`src/rtl/fetch_pkg.sv`:
```
`default_nettype none
// ============================================================================
//  Module      : fetch_pkg
//  Description : Shared types and constants for the instruction prefetch unit.
//  Revision    : 1.0  initial release
// ============================================================================
package fetch_pkg;

  // Fetch sequencer states
  typedef enum logic [1:0] {
    ST_IDLE = 2'd0,  // waiting for a free queue slot
    ST_REQ  = 2'd1,  // request presented, waiting for grant
    ST_WAIT = 2'd2,  // request granted, waiting for response
    ST_DROP = 2'd3   // response in flight belongs to a squashed path
  } fetch_state_e;

  localparam int unsigned DEFAULT_DEPTH    = 4;
  localparam logic [31:0] DEFAULT_RESET_PC = 32'h0000_0000;

  // Canonical RISC-V NOP (addi x0, x0, 0)
  localparam logic [31:0] NOP_INSTR = 32'h0000_0013;

  // One queue entry is {pc, instr}
  localparam int unsigned ENTRY_W = 64;

  // Force an address onto a word boundary; all 32 bits are consumed on purpose
  function automatic logic [31:0] word_align(input logic [31:0] addr);
    return addr & 32'hFFFF_FFFC;
  endfunction

endpackage
`default_nettype wire

```
`src/rtl/fetch_fifo.sv`:
```
`default_nettype none
// ============================================================================
//  Module      : fetch_fifo
//  Description : Synchronous DEPTH x 64-bit prefetch queue with push, pop,
//                synchronous flush, and count/empty/full status.
//  Revision    : 1.0  initial release
// ============================================================================
module fetch_fifo
  import fetch_pkg::*;
#(
  parameter int unsigned DEPTH = DEFAULT_DEPTH,
  localparam int unsigned PTR_W = $clog2(DEPTH),
  localparam int unsigned CNT_W = PTR_W + 1
) (
  input  logic               clk,
  input  logic               rst_n,
  input  logic               flush_i,
  input  logic               push_i,
  input  logic               pop_i,
  input  logic [ENTRY_W-1:0] wdata_i,
  output logic [ENTRY_W-1:0] rdata_o,
  output logic [CNT_W-1:0]   count_o,
  output logic               empty_o,
  output logic               full_o
);

  logic [ENTRY_W-1:0] mem_q [DEPTH];
  logic [PTR_W-1:0]   wr_ptr_q, wr_ptr_d;
  logic [PTR_W-1:0]   rd_ptr_q, rd_ptr_d;
  logic [CNT_W-1:0]   count_q,  count_d;
  logic               do_push;
  logic               do_pop;

  assign empty_o = (count_q == '0);
  assign full_o  = (count_q == CNT_W'(DEPTH));
  assign count_o = count_q;

  // Overflowing pushes and underflowing pops are silently dropped
  assign do_push = push_i & ~full_o;
  assign do_pop  = pop_i  & ~empty_o;

  // Head is forced to zero when empty so no stale data leaks out
  assign rdata_o = empty_o ? '0 : mem_q[rd_ptr_q];

  // Pointer and occupancy update; flush overrides any push/pop that cycle
  always_comb begin
    wr_ptr_d = wr_ptr_q;
    rd_ptr_d = rd_ptr_q;
    count_d  = count_q;
    if (flush_i) begin
      wr_ptr_d = '0;
      rd_ptr_d = '0;
      count_d  = '0;
    end else begin
      if (do_push) wr_ptr_d = wr_ptr_q + PTR_W'(1);
      if (do_pop)  rd_ptr_d = rd_ptr_q + PTR_W'(1);
      case ({do_push, do_pop})
        2'b10:   count_d = count_q + CNT_W'(1);
        2'b01:   count_d = count_q - CNT_W'(1);
        default: count_d = count_q;
      endcase
    end
  end

  // Pointer/count registers with asynchronous clear
  always_ff @(posedge clk or negedge rst_n) begin
    if (!rst_n) begin
      wr_ptr_q <= '0;
      rd_ptr_q <= '0;
      count_q  <= '0;
    end else begin
      wr_ptr_q <= wr_ptr_d;
      rd_ptr_q <= rd_ptr_d;
      count_q  <= count_d;
    end
  end

  // Storage array; a write landing during a flush is harmless (pointers reset)
  always_ff @(posedge clk) begin
    if (do_push) begin
      mem_q[wr_ptr_q] <= wdata_i;
    end
  end

endmodule
`default_nettype wire

```
`src/rtl/fetch_prefetch_unit.sv`:
```
`default_nettype none
// ============================================================================
//  Module      : fetch_prefetch_unit
//  Description : Single-outstanding instruction prefetcher. Issues word
//                fetches to instruction memory, buffers {pc, instr} in a
//                small queue toward decode, and squashes on redirect.
//  Revision    : 1.0  initial release
// ============================================================================
module fetch_prefetch_unit
  import fetch_pkg::*;
#(
  parameter logic [31:0] RESET_PC = DEFAULT_RESET_PC,
  parameter int unsigned DEPTH    = DEFAULT_DEPTH
) (
  input  logic        clk,
  input  logic        rst_n,
  // instruction memory
  output logic        imem_req,
  output logic [31:0] imem_addr,
  input  logic        imem_gnt,
  input  logic        imem_rvalid,
  input  logic [31:0] imem_rdata,
  // control flow change
  input  logic        redirect,
  input  logic [31:0] redirect_pc,
  // toward IF/ID
  output logic        fetch_valid,
  output logic [31:0] fetch_pc,
  output logic [31:0] fetch_instr,
  input  logic        fetch_ready
);

  localparam int unsigned CNT_W = $clog2(DEPTH) + 1;

  fetch_state_e        state_q, state_d;
  logic [31:0]         pc_q, pc_d;          // next address to fetch
  logic [31:0]         req_pc_q, req_pc_d;  // address of the granted request

  logic                fifo_push;
  logic                fifo_pop;
  logic                fifo_empty;
  logic                fifo_full;
  logic [CNT_W-1:0]    fifo_count;
  logic [ENTRY_W-1:0]  fifo_rdata;
  logic [CNT_W:0]      cnt_after_push;
  logic                room_after_push;

  // Queue occupancy after a push this cycle, net of any simultaneous pop
  assign cnt_after_push  = {1'b0, fifo_count} + (CNT_W+1)'(1) - (CNT_W+1)'(fifo_pop);
  assign room_after_push = (cnt_after_push < (CNT_W+1)'(DEPTH));

  assign fifo_pop    = ~fifo_empty & fetch_ready;
  assign fetch_valid = ~fifo_empty;
  assign fetch_pc    = fifo_rdata[63:32];
  assign fetch_instr = fifo_rdata[31:0];

  // Address bus is parked at zero whenever no request is presented
  assign imem_req  = (state_q == ST_REQ);
  assign imem_addr = imem_req ? pc_q : 32'h0;

  // Next-state, fetch address and queue push decisions
  always_comb begin
    state_d   = state_q;
    pc_d      = pc_q;
    req_pc_d  = req_pc_q;
    fifo_push = 1'b0;

    case (state_q)
      // Nothing is outstanding here, so a free slot is simply "not full"
      ST_IDLE: begin
        if (!fifo_full) state_d = ST_REQ;
      end
      ST_REQ: begin
        if (imem_gnt) begin
          req_pc_d = pc_q;
          pc_d     = pc_q + 32'd4;
          state_d  = ST_WAIT;
        end
      end
      ST_WAIT: begin
        if (imem_rvalid) begin
          fifo_push = 1'b1;
          state_d   = room_after_push ? ST_REQ : ST_IDLE;
        end
      end
      ST_DROP: begin
        if (imem_rvalid) state_d = ST_REQ;
      end
      default: state_d = ST_IDLE;
    endcase

    // Redirect overrides the sequential path. A response arriving in the
    // same cycle as the redirect is already consumed, so it no longer counts
    // as in flight; waiting for it in DROP would stall forever.
    if (redirect) begin
      pc_d = word_align(redirect_pc);
      if (state_q == ST_DROP) begin
        state_d = imem_rvalid ? ST_REQ : ST_DROP;
      end else if ((state_q == ST_WAIT && !imem_rvalid) ||
                   (state_q == ST_REQ  && imem_gnt)) begin
        state_d = ST_DROP;
      end else begin
        state_d = ST_REQ;
      end
    end
  end

  // Sequencer registers; reset abandons any outstanding request
  always_ff @(posedge clk or negedge rst_n) begin
    if (!rst_n) begin
      state_q  <= ST_IDLE;
      pc_q     <= word_align(RESET_PC);
      req_pc_q <= 32'h0;
    end else begin
      state_q  <= state_d;
      pc_q     <= pc_d;
      req_pc_q <= req_pc_d;
    end
  end

  fetch_fifo #(
    .DEPTH (DEPTH)
  ) u_fifo (
    .clk     (clk),
    .rst_n   (rst_n),
    .flush_i (redirect),
    .push_i  (fifo_push),
    .pop_i   (fifo_pop),
    .wdata_i ({req_pc_q, imem_rdata}),
    .rdata_o (fifo_rdata),
    .count_o (fifo_count),
    .empty_o (fifo_empty),
    .full_o  (fifo_full)
  );

endmodule
`default_nettype wire

```
`config.mk`:
```
export PLATFORM = sky130hd
export DESIGN_NAME = fetch_prefetch_unit
export DESIGN_NICKNAME = d
export VERILOG_FILES = /design/src/rtl/fetch_pkg.sv /design/src/rtl/fetch_fifo.sv /design/src/rtl/fetch_prefetch_unit.sv
export SDC_FILE = /design/constraint.sdc
export NUM_CORES = 1
export LEC_CHECK = 0
export BUFFER_PORTS_ARGS = -buffer_cell sky130_fd_sc_hd__buf_2
export CORE_ASPECT_RATIO = 0.7
export CORE_MARGIN = 5
export CORE_UTILIZATION = 27
export CTS_CLUSTER_DIAMETER = 120
export DETAILED_ROUTE_END_ITERATION = 6
export GPL_TIMING_DRIVEN = 0
export PLACE_DENSITY_LB_ADDON = 0.25
export SLEW_MARGIN = 20
export SYNTH_ARGS = -nofsm -noshare
export SYNTH_HDL_FRONTEND = slang
export SYNTH_SLANG_ARGS = --single-unit
```
`constraint.sdc`:
```
create_clock -name clk -period 2.66 [get_ports clk]
set_input_delay 0 -clock clk [delete_from_list [all_inputs] [get_ports clk]]
set_output_delay 0 -clock clk [all_outputs]
set_load 0.005 [all_outputs]
```
; ---- Word-level counts from Yosys, hierarchy flattened
; Memories as Yosys holds them, arrays and structs flattened.
; Cells that the tools add are included.
[word_totals]
reg_bits = 73
wordCells = 69
memories = 1
ramBits = 256
input_bits = 70
latchBits = 0
rom_bits = 0
[classes]
n_mul = 0
n_mux = 25
bitwise_logic = 5
magnitude_cmp = 1
n_div = 0
shifts = 0
n_eq_ne = 10
addsub = 7
n_reduce_logical = 14
[mem_list]
columns = name, depth, width, read_ports, rd_clocked_by_memory_dff, write_ports, line
row1 = u_fifo.mem_q, 4, 64, 1, 0, 1, fetch_fifo.sv:27  ; logic [ENTRY_W-1:0] mem_q [DEPTH];
[op_table]
columns = operator, count
row1 = $mux W32, 4
row2 = $mux W64, 1
row3 = $add A32 B3 Y32 const B, 1
row4 = $mux W2, 12
row5 = $ne A3 B3 Y1 const B, 3
row6 = $pmux W2 S4, 1
row7 = $reduce_bool A2 Y1, 4
row8 = $eq A2 B2 Y1 const B, 3
row9 = $pmux W3 S2, 1
row10 = $mux W1, 5
row11 = $add A2 B1 Y2 const B, 2
row12 = $add A3 B1 Y4 const B, 1
row13 = $eq A2 B1 Y1 const B, 2
row14 = $lt A4 B3 Y1 const B, 1
row15 = $reduce_and A2 Y1, 2
row16 = $reduce_and A4 Y1, 1
row17 = $sub A4 B1 Y4, 1
row18 = $add A3 B1 Y3 const B, 1
row19 = $and A1 B1 Y1, 3
row20 = $eq A3 B3 Y1 const B, 1
row21 = $logic_not A3 Y1, 1
row22 = $mux W3, 1
row23 = $ne A3 B1 Y1 const B, 1
row24 = $reduce_bool A3 Y1, 1
row25 = other kinds (6), 8

; ---- Longest topological paths before layout
; Gate-level depths: netlist of the first run.
[depth]
depth_word = 9
depth_mapped = 7
ltp_nobuf = 5

; ---- Cells and area by module
; A second synthesis of the first run with hierarchy kept.
[hier_totals]
hier_cells = 849
area_unflattened_um2 = 13442.9
[by_module_without_submodules]
columns = module, area_each_um2, n_inst, seq_area_each_um2, cells_per_inst
row1 = fetch_fifo, 10193.5, 1, 7862.5, 466
row2 = fetch_prefetch_unit, 3249.4, 1, 1551.5, 383

; ---- Least setup slack after synthesis of the first run
; OpenSTA, ideal clock, no wires.
[synth_path]
path_type = register -> register
from = register state_q[0]
to = memory u_fifo.mem_q[0][0], enable pin
path_slack_ps = -15
t_required_ps = 2233
setup_time_ps = 427
n_path_buf = 0
stages_incl_launch_ff = 3
arrival_time_ps = 2248
cell_sequence = dfrtp_1 -> and3b_1 -> and3_1
[synth_via]
elab_chain_cells = 5
[synth_lines]
columns = element, line
row1 = "start, declared", fetch_prefetch_unit.sv:35  ; fetch_state_e state_q, state_d;
row2 = "start signal, assigned", fetch_prefetch_unit.sv:115  ; state_q <= state_d;
row3 = $eq A2 B2 Y1, fetch_prefetch_unit.sv:68  ; case (state_q)
row4 = $mux W1, fetch_prefetch_unit.sv:68
row5 = $and A1 B1 Y1, fetch_fifo.sv:39  ; assign do_push = push_i & ~full_o;
row6 = $mux W1, fetch_fifo.sv:80  ; if (do_push) begin
row7 = $mux W1 (implied by the code), fetch_fifo.sv:81  ; mem_q[wr_ptr_q] <= wdata_i;
row8 = "end, declared", fetch_fifo.sv:27
; No other way between the ends.

; ---- Worst setup path after layout of the first run
[layout_path]
from = register pc_q[3]
to = register pc_q[18]
[layout_via]
elab_chain_cells = 4
[layout_lines]
columns = element, line
row1 = "start, declared", fetch_prefetch_unit.sv:36  ; logic [31:0] pc_q, pc_d;
row2 = "start signal, assigned", fetch_prefetch_unit.sv:112  ; pc_q <= word_align(RESET_PC);
row3 = "start signal, assigned", fetch_prefetch_unit.sv:116  ; pc_q <= pc_d;
row4 = $add A32 B3 Y32, fetch_prefetch_unit.sv:76  ; pc_d = pc_q + 32'd4;
row5 = $mux W32, fetch_prefetch_unit.sv:74  ; if (imem_gnt) begin
row6 = $mux W32, fetch_prefetch_unit.sv:68
row7 = $mux W32, fetch_prefetch_unit.sv:95  ; if (redirect) begin
; No other way between the ends. The select of a mux whose other input is x is not followed.
; A chain may end at the register's enable or synchronous reset.

==> results.yml, run 1 <==
outcome:
  status: "finished clean"
routing:
  num_vias: 8048
  finalWirelength_mm: 34.4
  routedWlPerCell_um: 19.3
  viasPerCell: 4.51
  ant_nets: 0
  first_pass_iters: 5
  drcViolationCount: 0
  drtIter0Drc: 445
grt:
  grt_pass1_vias: 8533
  grt_max_degree: 51
  grtUsageTotal_pct: 12.8
  antenna_found_initial: 0
  grt_pass1_wl_mm: 52.8
  gr-total-overflow: 0
logic_synthesis:
  synthAdderAreaFrac_pct: 0.627
  synthDistinctLibCells: 52
  syn_inst: 837
  synth_compound_area_share_pct: 2.99
  ys_ff_latch: 317
  synthMuxAreaShare_pct: 10.9
  synth_edf_count: 248
  ys_seq_area_share_pct: 69.6
  synth_top_family_by_area: "simple AND/OR/NAND/NOR gates"
  ys_warn_count: 0
  yosys.area_share.simple_pct: 12.9
  syn-cell-area_sq_um: 13200
  synth-xor-area-share_pct: 0.798
  ys.flop_type: "edfxtp_1"
  syn_area_per_cell_sq_um: 15.7
  async_flop_share_pct: 21.8
finish:
  antenna_cells: 0
  layout-drive-gt1-share_pct: 28.0
  area_growth_pct: 27.0
  fin_util_pct: 34.8
  nets: 1185
  final_cells: 1786
worst_setup_path:
  worstPathArrival_ns: 3.06
  worst-path-max-fanout: 10
  critPathKind: "register to register"
  startpoint_type: "register"
  worstPathRequired_ns: 3.10
  critPathCaptureType: "register"
timing:
  fmax_ghz: 0.382
  drv_slew: 0
  maxSlewHeadroom_pct: 52.0
  tightestPinTransition_ns: 0.719
  finalClockSkew_ns: 0.0179
  fin_ws_ns: 0.0436
  fin_crit_ns: 2.62
  min_period_over_period_pct: 98.4
  setup_viol: 0
  rsz0062_at_grt: "true"
  finalHoldViolations: 0
  fin_tns_setup_ns: 0
floorplan:
  die_h_um: 195
  start_util_pct: 27.4
  die_area_sq_um: 53400
  rows: 67
  core_area_sq_um: 48000
  die-width_um: 274
  ioPinCount: 168
clocking:
  clk_latency_ns: 0.52
  cts_tree: "yes"
  cts.sinks: 317
  cts_root_buffer: "clkbuf_16"
  htree_levels: 2
  ctsLongestPathBuffers: 3
  cts_buffers: 34
  clk_pin_slew_worst_paths_ns: 0.06
power:
  power.static_leakage_nw: 6.12
  vdd_drop_max_uv: 318
  p_per_area_nw_per_um2: 815
placed_design:
  dpl.hpwl_mm: 22.8
  numPortBuffers: 161
  dp_cells: 1661
  place.gp.congestion: 0.828
  dp_slack_ns: 0.135
min_path:
  hp-class: "input port to asynchronous set/reset pin"
job:
  drv_cap: 0
-- cell usage in the layout, fill, tap and decap left out, types with 4 or more instances in the layout --
cell	instances
a31oi_1	16
and2_1	94
and3_1	4
and3_4	4
buf_2	168
buf_4	5
bufinv_16	4
clkbuf_1	33
clkbuf_16	35
clkbuf_2	5
clkbuf_8	5
clkinv_1	4
conb_1	4
dfrtp_1	67
dlygate4sd3_1	69
edfxtp_1	248
ha_1	5
inv_1	6
mux4_2	62
nand2_1	111
nand3_1	14
nand4_1	11
nor2_1	26
nor2b_1	4
o21ai_0	22
o31ai_1	14
or3_1	5
or4_1	16
xnor2_1	8
xor2_1	4
-- cell usage after synthesis (2+ instances only) --
library cell  count  area (sq um)
xnor2_1           8          70.1
clkbuf_1         32           120
xor2_1            4          35.0
and2_2            2          15.0
and4_1            3          26.3
o31ai_1          14           105
buf_1             2          7.51
o21ai_0          22           110
a31oi_1          16           100
mux2i_1           3          30.0
a22oi_1           2          15.0
dfrtp_1          69          1730
and3_2            3          22.5
nor2b_1           4          25.0
or4_1            16           120
inv_1             6          22.5
and3b_1           3          26.3
edfxtp_1        248          7450
and3_1            8          50.1
clkbuf_8          4          55.1
nor3_1            2          10.0
o211ai_1          3          22.5
nand2_1         111           417
or3_1             5          31.3
buf_2             6          30.0
a21oi_1           3          15.0
nand3_1          14          70.1
mux4_2           62          1400
nor2_1           26          97.6
buf_4             4          30.0
and2_1           94           588
nand4_1          11          68.8
ha_1              5          62.6
nand4b_1          2          17.5
nor4_1            2          12.5
or3b_2            2          17.5
-- worst max-delay path, cell delays in order, from the launching register on --
cell and delay, ns:
dfrtp_1 0.56, ha_1 0.34, nand2_1 0.11, or3_1 0.33, clkbuf_1 0.22, clkbuf_1 0.34
or3_2 0.49, a31oi_1 0.17
-- routing by layer --
layer / share of wire, % / global-route usage (%) / vias up
li1: - / - / 3717
met4: 1.3 / 2.30 / 0
met5: 0 / 0 / -
met3: 5.7 / 3.06 / 38
met2: 45 / 19.9 / 221
met1: 48 / 18.6 / 4072
-- state kept, by name (all words and copies together), names as in the netlist --
name and count:
pc_q 30, u_fifo.rd_ptr_q 2, req_pc_q 30, state_q 2, u_fifo.wr_ptr_q 2, u_fifo.mem_q 248
u_fifo.count_o 3
-- cells by family after synthesis --
group | Yosys count
compound gates | 63
xor+xnor | 12
flops | 317
mux | 66
buf+inv | 56
simple gates | 316
fa+ha+maj | 6
other cells | 1
-- path summary, 6_finish.rpt --
check | from | to | slack, ns | cells after the start
setup / recovery | pc_q[3] | pc_q[18] | 0.04 | 7
hold / removal | rst_n | pc_q[19] | 0.03 | 3
setup reg to reg | pc_q[3] | pc_q[18] | 0.04 | 7
hold reg to reg | req_pc_q[25] | u_fifo.mem_q[3][57] | 0.53 | 0
max in group asynchronous | rst_n | req_pc_q[30] | 2.21 | 3
min in group clk | imem_rdata[6] | u_fifo.mem_q[2][6] | 0.24 | 2
-- layout make-up --
| cell class | count | area, sq um |
|---|---|---|
| buffer | 46 | 250 |
| tap | 655 | 820 |
| sequential | 317 | 9180 |
| clock buffer | 45 | 923 |
| timing repair buffer | 236 | 1620 |
| inverter | 7 | 26.3 |
| fill | 4661 | 31300 |
| multi-input combinational | 467 | 3750 |
| clock inverter | 13 | 171 |
-- stage by stage --
stage	area (sq um)	hold WS [ns]	total power, mW
floorplan	13200	-0.296	7.69
global placement	14800	0.218	9.05
detailed placement	14900	-0.0779	9.09
CTS	16700	0.0157	14.0
global route	16700	0.0559	14.4
finish	16700	0.0255	13.6
-- power by group --
group | total [mW] | internal (mW) | switching (mW)
combinational | 2.75 | 1.33 | 1.42
clock | 4.72 | 2.83 | 1.89
sequential | 6.17 | 5.78 | 0.398
-- repair_timing --
action                     CTS  global route
gates resized for setup      6             3
gates cloned                 0             0
hold buffers                70             0
setup endpoints to repair   59            11
hold endpoints to repair   233             0
buffers inserted             0             0
No activity file was read; power rests on OpenSTA's default activity.
==> run 2: changes to the inputs <==
Settings changed: MAX_ROUTING_LAYER from default to met4.
==> results.yml, run 2 (synthesized netlist as in run 1, its figures left out) <==
timing:
  finalHoldWorstSlack_ns: 0.0313
  rsz0062_at_grt: "true"
  maxSlewHeadroom_pct: 36.5
  fin_ws_ns: 0.0477
  setup_viol: 0
  min_period_over_period_pct: 98.2
  tightestPinTransition_ns: 0.949
  finalHoldViolations: 0
  fmax_ghz: 0.383
  drv_slew: 0
  fin_crit_ns: 2.61
  finalClockSkew_ns: 0.0195
worst_setup_path:
  crit_path_top_delay_cell: "dfrtp_1"
  worstPathArrival_ns: 3.05
  worstPathRequired_ns: 3.10
  critPathCaptureType: "register"
  r2r_end: "pc_q[18]"
  critPathKind: "register to register"
  r2r_slack_ns: 0.05
  cp_slowest_stage_delay_ns: 0.56
  worst-path-max-fanout: 10
  reg2reg_depth: 7
  path_cells: "ha_1 -> nand2_1 -> or3_1 -> clkbuf_1 -> clkbuf_1 -> or3_2 -> a31oi_1"
  reg2reg_from: "pc_q[3]"
  crit_top_cell: "clkbuf_1"
  startpoint: "pc_q[3]"
  startpoint_type: "register"
placed_design:
  dpl.hpwl_mm: 22.8
  numPortBuffers: 161
  place.gp.congestion: 0.841
  dp_slack_ns: 0.135
  dp_cells: 1661
finish:
  final_common_cell: "edfxtp_1"
  mostFrequentLayoutCells: "248 x edfxtp_1, 167 x buf_2, 111 x nand2_1"
  nets: 1185
  largest_registers: "u_fifo.mem_q x248, pc_q x30, req_pc_q x30"
  final_cells: 1786
  fill_cells: 4660
  antenna_cells: 0
  area_growth_pct: 27.1
  regMostFlops: "u_fifo.mem_q"
  largest_register_ffs: 248
  layout-drive-gt1-share_pct: 27.9
routing:
  viasPerCell: 4.52
  drtIter0Drc: 513
  finalWirelength_mm: 34.4
  routedWlPerCell_um: 19.3
  ant_nets: 0
  num_vias: 8064
  first_pass_iters: 5
  drcViolationCount: 0
job:
  drv_cap: 0
grt:
  grtUsageTotal_pct: 13.2
  grt_max_degree: 51
  antenna_found_initial: 0
  grt_pass1_vias: 8525
  grt_pass1_wl_mm: 52.9
  gr-total-overflow: 0
floorplan:
  rows: 67
  die_h_um: 195
  core_area_sq_um: 48000
  die-width_um: 274
  die_area_sq_um: 53400
  ioPinCount: 168
  start_util_pct: 27.4
clocking:
  cts_buffers: 34
  cts_root_buffer: "clkbuf_16"
  clk_latency_ns: 0.52
  postCtsSetupRepairBufs: 0
  clk_pin_slew_worst_paths_ns: 0.06
  htree_levels: 2
  ctsLongestPathBuffers: 3
  cts_tree: "yes"
  cts.sinks: 317
min_path:
  hp-class: "input port to asynchronous set/reset pin"
power:
  vdd_drop_max_uv: 318
  p_per_area_nw_per_um2: 815
  power.static_leakage_nw: 6.12
outcome:
  status: "finished clean"
==> run 2: worst max-delay path by stage <==
stage	end	slack, ns	depth (start not counted)
3_5_place_dp	pc_q[18]	0.14	7
5_1_grt	pc_q[18]	-0.09	7
3_3_place_gp	u_fifo.mem_q[0][21]	-0.17	2
6_report	pc_q[18]	0.05	7
2_1_floorplan	u_fifo.count_o[2]	0.50	5
4_1_cts	fetch_instr[2]	0.006	4
==> run 2: routing by layer <==
metal / vias up / share of wire, % / global-route usage [%]
met1: 4061 / 48 / 18.8
met2: 245 / 45 / 19.8
met3: 38 / 5.7 / 2.96
met4: 0 / 1.3 / 2.30
met5: - / 0 / -
li1: 3720 / - / -
==> run 2: what timing repair did <==
action,in CTS,in global routing
endpoints found under the hold margin,233,0
hold buffers,70,0
resized for setup,6,3
setup endpoints to repair,59,11
==> run 2: report_power, final <==
group          leakage [nW]  total, mW  switching, mW  internal, mW
registers              3.07       6.17          0.398          5.78
logic                  2.52       2.75           1.42          1.33
clock network         0.531       4.73           1.90          2.83
==> run 2: critical path, delay by kind of cell, from the launching register on <==
family	cells	cell delay, ns
adder cells (fa/ha/maj)	1	0.35
buffers and inverters	2	0.55
AND/OR/NAND/NOR	3	0.90
flip-flops	1	0.56
AO/OA/AOI/OAI	1	0.16
==> run 2: area by class of cell <==
class	count	area, sq um	area share, %
Clock inverter	13	171	1.02
Inverter	7	26.3	0.157
Timing Repair Buffer	236	1620	9.70
Sequential cell	317	9180	54.8
Buffer	46	250	1.49
Clock buffer	45	923	5.52
Multi-Input combinational cell	467	3750	22.4
Tap cell	655	820	4.90
==> run 2: per-stage QoR <==
step	total power, mW	util [%]	TNS [ns]	cell area, sq um
5_1_grt	14.4	34.9	-0.0894	16700
2_1_floorplan	7.69	-	0	13200
4_1_cts	14.0	34.8	0	16700
3_3_place_gp	9.05	30.8	-36.46	14800
6_report	13.6	34.9	0	16700
3_5_place_dp	9.09	31.1	0	14900
